==> src/rtl/uart_fifo_tx_if.sv <==
// FIFO read-port bundle between the TX byte FIFO (master) and the UART serializer (slave).
interface uart_fifo_tx_if #(
    parameter int DATA_WIDTH = 8
);
    logic                  fifo_empty;
    logic [DATA_WIDTH-1:0] fifo_dout;
    logic                  fifo_rd_en;

    modport master (output fifo_empty, output fifo_dout, input fifo_rd_en);
    modport slave  (input fifo_empty, input fifo_dout, output fifo_rd_en);
endinterface

==> src/rtl/uart_fifo_tx.sv <==
// Pops bytes from a registered-output FIFO and sends each as a UART frame (8N1 by default).
// Define UART_FIFO_TX_PARITY_EN to insert an even-parity symbol between data and stop.
module uart_fifo_tx #(
    parameter int CLOCK_FREQ = 125_000_000,
    parameter int BAUD_RATE  = 115_200,
    parameter int DATA_WIDTH = 8
) (
    input  logic          clk,
    input  logic          rst,
    input  logic          en,
    uart_fifo_tx_if.slave fifo,
    output logic          serial_out,
    output logic          busy
);
    localparam int SYMBOL_EDGE_TIME = CLOCK_FREQ / BAUD_RATE;
    localparam int CNT_WIDTH        = $clog2(SYMBOL_EDGE_TIME);
    localparam int IDX_WIDTH        = (DATA_WIDTH > 1) ? $clog2(DATA_WIDTH) : 1;
    localparam logic [CNT_WIDTH-1:0] CNT_LAST = CNT_WIDTH'(SYMBOL_EDGE_TIME - 1);
    localparam logic [IDX_WIDTH-1:0] IDX_LAST = IDX_WIDTH'(DATA_WIDTH - 1);

    typedef enum logic [2:0] {
        IDLE,
        LOAD,
        START,
        DATA,
`ifdef UART_FIFO_TX_PARITY_EN
        PARITY,
`endif
        STOP
    } state_e;

    state_e                state_q;
    logic [CNT_WIDTH-1:0]  cnt_q;
    logic [IDX_WIDTH-1:0]  idx_q;
    logic [DATA_WIDTH-1:0] shift_q;
    logic                  serial_out_q;
`ifdef UART_FIFO_TX_PARITY_EN
    logic                  parity_q;
`endif

    logic pop;
    logic sym_end;
    logic in_symbol;

    // NOTE: the pop is gated by rst so a reset cycle can never consume a FIFO entry,
    // even though the state register only returns to IDLE on the clock edge.
    assign pop       = rst && en && !fifo.fifo_empty && (state_q == IDLE);
    assign sym_end   = (cnt_q == CNT_LAST);
    assign in_symbol = (state_q != IDLE) && (state_q != LOAD);

    assign fifo.fifo_rd_en = pop;
    assign busy            = (state_q != IDLE) || pop;
    assign serial_out      = serial_out_q;

    // serial_out_q is loaded at each symbol boundary with the level of the symbol that
    // follows, so the line changes only on clock edges and each symbol lasts exactly
    // SYMBOL_EDGE_TIME cycles.
    always_ff @(posedge clk) begin
        if (!rst) begin
            // NOTE: all state, including the shift register, is cleared so an abandoned
            // frame leaves nothing behind for the next one.
            state_q      <= IDLE;
            cnt_q        <= '0;
            idx_q        <= '0;
            shift_q      <= '0;
            serial_out_q <= 1'b1;
`ifdef UART_FIFO_TX_PARITY_EN
            parity_q     <= 1'b0;
`endif
        end else begin
            // NOTE: non-blocking assignments throughout, so every branch below sees the
            // register values from before this edge.
            if (in_symbol) begin
                cnt_q <= sym_end ? '0 : cnt_q + 1'b1;
            end

            case (state_q)
                IDLE: begin
                    if (pop) begin
                        state_q <= LOAD;
                    end
                end
                LOAD: begin
                    shift_q      <= fifo.fifo_dout;
`ifdef UART_FIFO_TX_PARITY_EN
                    parity_q     <= ^fifo.fifo_dout;
`endif
                    cnt_q        <= '0;
                    idx_q        <= '0;
                    serial_out_q <= 1'b0;
                    state_q      <= START;
                end
                START: begin
                    if (sym_end) begin
                        serial_out_q <= shift_q[0];
                        state_q      <= DATA;
                    end
                end
                DATA: begin
                    if (sym_end) begin
                        if (idx_q == IDX_LAST) begin
`ifdef UART_FIFO_TX_PARITY_EN
                            serial_out_q <= parity_q;
                            state_q      <= PARITY;
`else
                            serial_out_q <= 1'b1;
                            state_q      <= STOP;
`endif
                        end else begin
                            idx_q        <= idx_q + 1'b1;
                            shift_q      <= shift_q >> 1;
                            serial_out_q <= shift_q[1];
                        end
                    end
                end
`ifdef UART_FIFO_TX_PARITY_EN
                PARITY: begin
                    if (sym_end) begin
                        serial_out_q <= 1'b1;
                        state_q      <= STOP;
                    end
                end
`endif
                STOP: begin
                    if (sym_end) begin
                        state_q <= IDLE;
                    end
                end
                default: begin
                    state_q      <= IDLE;
                    serial_out_q <= 1'b1;
                end
            endcase
        end
    end
endmodule

==> src/flat_wrapper.sv <==
// flat-port wrapper written by rule: the top's interface ports become plain ports
module uart_fifo_tx_flat 
#(
    parameter int CLOCK_FREQ = 125_000_000,
    parameter int BAUD_RATE  = 115_200,
    parameter int DATA_WIDTH = 8
)
  (clk, rst, en, serial_out, busy, fifo_fifo_empty, fifo_fifo_dout, fifo_fifo_rd_en);
  uart_fifo_tx_if #(.DATA_WIDTH(DATA_WIDTH)) fifo_i ();
  input  logic clk;
  input  logic rst;
  input  logic en;
  output logic serial_out;
  output logic busy;
  input wire logic [$bits(fifo_i.fifo_empty)-1:0] fifo_fifo_empty;
  input wire logic [$bits(fifo_i.fifo_dout)-1:0] fifo_fifo_dout;
  output wire logic [$bits(fifo_i.fifo_rd_en)-1:0] fifo_fifo_rd_en;
  assign fifo_i.fifo_empty = fifo_fifo_empty;
  assign fifo_i.fifo_dout = fifo_fifo_dout;
  assign fifo_fifo_rd_en = fifo_i.fifo_rd_en;
  uart_fifo_tx #(.CLOCK_FREQ(CLOCK_FREQ), .BAUD_RATE(BAUD_RATE), .DATA_WIDTH(DATA_WIDTH)) u_core (.clk(clk), .rst(rst), .en(en), .fifo(fifo_i), .serial_out(serial_out), .busy(busy));
endmodule
==> config.mk <==
export PLATFORM = sky130hd
export DESIGN_NAME = uart_fifo_tx_flat
export DESIGN_NICKNAME = d
export VERILOG_FILES = /design/src/rtl/uart_fifo_tx_if.sv /design/src/rtl/uart_fifo_tx.sv /design/src/flat_wrapper.sv
export SDC_FILE = /design/constraint.sdc
export NUM_CORES = 1
export LEC_CHECK = 0
export BUFFER_PORTS_ARGS = -buffer_cell sky130_fd_sc_hd__buf_2
export CAP_MARGIN = 10
export CORE_ASPECT_RATIO = 0.75
export CORE_MARGIN = 3
export CORE_UTILIZATION = 40
export CTS_CLUSTER_DIAMETER = 100
export DETAILED_ROUTE_END_ITERATION = 10
export GPL_ROUTABILITY_DRIVEN = 0
export SYNTH_ARGS = -nofsm -noshare
export SYNTH_HDL_FRONTEND = slang
export SYNTH_SLANG_ARGS = --single-unit
==> constraint.sdc <==
create_clock -name clk -period 2.26 [get_ports clk]
set_input_delay 0.452 -clock clk [delete_from_list [all_inputs] [get_ports clk]]
set_output_delay 0.452 -clock clk [all_outputs]
set_load 0.02 [all_outputs]
# Word-level counts from Yosys, hierarchy flattened
# Cells that the tools add are included.
dict set report word_totals {
  reg_bits 26
  wordCells 53
}
dict set report classes {
  eq_ne 13
  bitwise_logic 2
  reduce_logical 14
  n_addsub 2
  mux 17
}
# cell count
set op_table {}
lappend op_table {{$mux W3} 7}
lappend op_table {{$mux W8} 2}
lappend op_table {{$pmux W8 S2} 1}
lappend op_table {{$pmux W3 S5} 1}
lappend op_table {{$add A11 B1 Y11 const B} 1}
lappend op_table {{$eq A11 B11 Y1 const B} 1}
lappend op_table {{$mux W11} 1}
lappend op_table {{$ne A2 B1 Y1 const B} 5}
lappend op_table {{$eq A3 B2 Y1 const B} 2}
lappend op_table {{$eq A3 B3 Y1 const B} 2}
lappend op_table {{$pmux W3 S2} 1}
lappend op_table {{$reduce_and A3 Y1} 2}
lappend op_table {{$reduce_and A5 Y1} 1}
lappend op_table {{$logic_and A1 B1 Y1} 4}
lappend op_table {{$pmux W1 S4} 1}
lappend op_table {{$reduce_or A2 Y1} 2}
lappend op_table {{$add A3 B1 Y3 const B} 1}
lappend op_table {{$eq A3 B1 Y1 const B} 1}
lappend op_table {{$logic_not A3 Y1} 1}
lappend op_table {{$mux W1} 3}
lappend op_table {{$ne A3 B1 Y1 const B} 1}
lappend op_table {{$reduce_bool A3 Y1} 1}
lappend op_table {{$ne A2 B2 Y1 const B} 1}
lappend op_table {{$not A1 Y1} 2}
lappend op_table {{3 further kinds} 3}

# Longest topological paths before layout
dict set report depth {
  depth_word 5
  depth_mapped 7
}

# Least setup slack after synthesis
# Ideal clock, no wire load.
dict set report synth_path {
  kind {reg2reg}
  from {register u_core.cnt_q[6]}
  to {register u_core.state_q[0]}
  arrival_time_ps 1776
  period_less_slack_ps 1892
  path_slack_ps 368
  stages_incl_launch_ff 6
  path_buffers 1
  cell_sequence {dfxtp_1 or4_4 or3_1 buf_6 or2_1 a41o_1}
}
dict set report synth_between {
  elab_chain_len 3
}
# item line_no
set synth_rtl {}
lappend synth_rtl {{from (decl)} uart_fifo_tx.sv:33} ;# logic [CNT_WIDTH-1:0] cnt_q;
lappend synth_rtl {{from (signal assigned)} uart_fifo_tx.sv:74} ;# cnt_q <= sym_end ? '0 : cnt_q + 1'b1;
lappend synth_rtl {{$eq A11 B11 Y1 (*)} uart_fifo_tx.sv:48} ;# assign sym_end = (cnt_q == CNT_LAST);
lappend synth_rtl {{$ne A2 B1 Y1 (no source line)} --}
lappend synth_rtl {{$reduce_and A5 Y1 (no source line) (*)} --}
lappend synth_rtl {{to (signal assigned)} uart_fifo_tx.sv:62} ;# state_q <= IDLE;
lappend synth_rtl {{to (signal assigned)} uart_fifo_tx.sv:80} ;# state_q <= LOAD;
lappend synth_rtl {{to (signal assigned)} uart_fifo_tx.sv:91} ;# state_q <= START;
lappend synth_rtl {{to (decl)} uart_fifo_tx.sv:32} ;# state_e state_q;
# Mark *: on every way between the ends. The rest lies on a longest branch, timed or not.
# A chain may end at the register's enable or synchronous reset.

# Final worst setup path
dict set report layout_path {
  from {register u_core.cnt_q[6]}
  to {register u_core.cnt_q[0]}
}
dict set report layout_between {
  elab_chain_len 2
}
# item line_no
set layout_rtl {}
lappend layout_rtl {{$eq A11 B11 Y1} uart_fifo_tx.sv:48}
lappend layout_rtl {{$mux W11} uart_fifo_tx.sv:74}
# No other way between the ends.

==> results.py <==
metrics = {
    "yosys": {
        "synth_nets": 164,
        "synthDistinctLibCells": 35,
        "ys_seq_area_share_pct": 40.0,
        "synth_fa_ha_area_share_pct": 3.85,
        "synth_top_family_by_area": "simple AND/OR/NAND/NOR gates",
        "synth_xor_area_share_pct": 6.74,
        "syn_inst": 148,
        "syn_area_per_cell_um2": 8.78,
        "yosys-mux-area-fraction_pct": 7.03,
        "synth_seq_cells": 26,
        "syn_area_um2": 1300,
        "synth_compound_area_share_pct": 18.4,
        "yosys_warnings": 0,
        "ys_async_sr_fraction_pct": 0,
        "synth_top_flop_cell": "dfxtp_1",
        "yosys.area_share.simple_pct": 18.8,
        "synth_edf_count": 0,
    },
    "final_layout": {
        "fillCellCount": 287,
        "nets": 180,
        "diodes": 0,
        "drive_gt1_share_pct": 17.2,
        "area_growth_pct": 13.3,
        "utilization_pct": 48.8,
        "final_cells": 201,
    },
    "place": {
        "dp_hpwl_um": 2080,
        "pre_cts_slack_ns": 0.170,
        "port_buffers": 14,
        "dp_cells": 197,
    },
    "global_route": {
        "grt_start_max_net_pins": 17,
        "grtUsageTotal_pct": 14.5,
        "grt_pass1_wl_um": 4650,
        "antenna_found_initial": 0,
        "grt_pass1_vias": 960,
        "overflow": 0,
    },
    "clocking": {
        "cts_resized": 0,
        "insertion_delay_ns": 0.27,
        "root_buffer": "clkbuf_8",
        "clkTransAtPathRegs_ns": 0.09,
        "htree_levels": 1,
        "numCtsBuffers": 3,
        "cts_tree": "built",
        "clock_path_buffers": 2,
        "postCtsSetupBuffers": 0,
        "clock-sinks": 26,
        "cts.hold.buffers_added": 0,
    },
    "worst_setup_path": {
        "required_ns": 2.41,
        "crit_path_end_kind": "flip-flop",
        "arrival_ns": 2.28,
        "cp-start-kind": "flip-flop",
        "cp_slowest_cell": "or4_4",
        "cp_num_buf_inv": 0,
        "cpPeakStageDelay_ns": 0.57,
        "cp_cell_sequence": "or4_4, or3_1, o221ai_2, nor2_1",
        "worst-path-max-fanout": 10,
        "worstSetupPathType": "flip-flop to flip-flop",
        "path_delay_family": "simple AND/OR/NAND/NOR gates",
    },
    "job": {
        "maxCapViolCount": 0,
    },
    "timing": {
        "max_freq_mhz": 468,
        "rsz0062_at_grt": "false",
        "hold_viol": 0,
        "period_needed_ns": 2.14,
        "setup_viol": 0,
        "fin_setup_tns_ns": 0,
        "skew_ns": 0.00244,
        "whs_ns": 0.499,
        "slew_headroom_pct": 66.8,
        "maxSlewViolCount": 0,
        "tightest_slew_ns": 0.498,
        "layout_setup_ws_ns": 0.123,
        "min_period_over_period_pct": 94.6,
    },
    "status": {
        "outcome": "complete, no violations",
    },
    "power_and_ir_drop": {
        "p_per_area_nw_per_um2": 639,
        "peakVddDrop_v": 0.000406,
        "p_leak_uw": 0.000524,
    },
    "routing": {
        "wirelength_um": 2810,
        "drt_iter0_drc": 58,
        "drc": 0,
        "routedWlPerCell_um": 14.0,
        "antenna_left": 0,
        "first_pass_iters": 4,
        "viasPerCell": 5.41,
        "num_vias": 1088,
    },
    "floorplan": {
        "die_x_um": 71.8,
        "pin_count": 15,
        "floorplan.rows": 17,
        "die_y_um": 55.4,
        "initial_core_util_pct": 43.0,
        "core_area_um2": 3020,
        "dieArea_um2": 3980,
    },
    "min_path": {
        "hold_path_class": "flip-flop to flip-flop",
    },
}
==> layer usage <==
metal	wire [µm]	share of wire (%)	global-route usage, %
met3	143	5.1	4.00
met2	1180	42	19.6
met1	1450	52	22.3
met4	29	1.0	3.49
met5	0	0	0
==> registers in the layout (all words and copies together) (netlist names) <==
register,count
u_core.serial_out,1
u_core.state_q,3
u_core.cnt_q,11
u_core.shift_q,8
u_core.idx_q,3
==> power breakdown <==
| group | leakage, µW | internal [µW] | switching [µW] |
|---|---|---|---|
| Combinational | 0.000285 | 60.7 | 83.7 |
| Clock | 0.0000288 | 156 | 143 |
| Sequential | 0.000211 | 479 | 19.1 |
| Total | 0.000524 | 695 | 246 |
==> cell usage after synthesis (2+ instances only) <==
cell type  instances  area [µm²]
inv_1              8        30.0
nor2_1            21        78.8
xnor2_1            8        70.1
a22o_1             2        17.5
nand3_1            3        15.0
a31oi_1            2        12.5
xor2_1             2        17.5
ha_1               4        50.1
o211ai_1           2        15.0
nor2b_1            2        12.5
nand2_1            7        26.3
o21ai_0            2        10.0
clkbuf_1           7        26.3
nand4_1            4        25.0
mux2i_1            8        80.1
a211oi_1           7        52.6
dfxtp_1           26         521
a21oi_1           11        55.1
nor3_1             6        30.0
==> worst paths after layout <==
path	startpoint	end	slack [ns]	cells past startpoint
setup / recovery	u_core.cnt_q[6]	u_core.cnt_q[0]	0.12	4
hold / removal	u_core.idx_q[2]	u_core.idx_q[2]	0.50	1
setup reg to reg	u_core.cnt_q[6]	u_core.cnt_q[0]	0.12	4
hold reg to reg	u_core.idx_q[2]	u_core.idx_q[2]	0.50	1
==> cells by family (layout without fill, tap and decap cells) <==
kind of cell    count (synthesis)  after routing
simple gates                   51             51
compound gates                 32             32
flops                          26             26
buf+inv                        16             31
xor+xnor                       10             10
mux                             9              9
fa+ha+maj                       4              4
==> cell usage in the layout (no fill, tap or decap), drive strengths merged <==
cell type / synthesis / final
dfxtp: 26 / 26
nor2: 21 / 21
buf: 1 / 19
a21oi: 11 / 11
inv: 8 / 8
xnor2: 8 / 8
mux2i: 8 / 8
nand2: 7 / 7
a211oi: 7 / 7
nor3: 6 / 6
nand4: 4 / 4
ha: 4 / 4
clkbuf: 7 / 4
nand3: 3 / 3
nor2b: 2 / 2
o21ai: 2 / 2
xor2: 2 / 2
a31oi: 2 / 2
a22o: 2 / 2
o211ai: 2 / 2
or2: 2 / 2
nand2b: 1 / 1
or4: 1 / 1
or3: 1 / 1
o221ai: 1 / 1
o2111ai: 1 / 1
a41o: 1 / 1
o41ai: 1 / 1
and2: 1 / 1
mux2: 1 / 1
a22oi: 1 / 1
nor4: 1 / 1
nor3b: 1 / 1
o31ai: 1 / 1
==> cell type report <==
cell class | count | area [µm²] | area share (%)
Clock buffer | 4 | 55.1 | 3.74
Inverter | 8 | 30.0 | 2.04
Multi-Input combinational cell | 106 | 712 | 48.3
Sequential cell | 26 | 520 | 35.3
Tap cell | 38 | 47.5 | 3.23
Timing Repair Buffer | 19 | 108 | 7.31
==> through the flow <==
step                cell area (µm²)  total power [µW]
finish                         1470               941
global route                   1470               988
CTS                            1470               948
detailed placement             1420               650
global placement               1420               646
floorplan                      1300               608
Power figures use the tool's default switching activity.
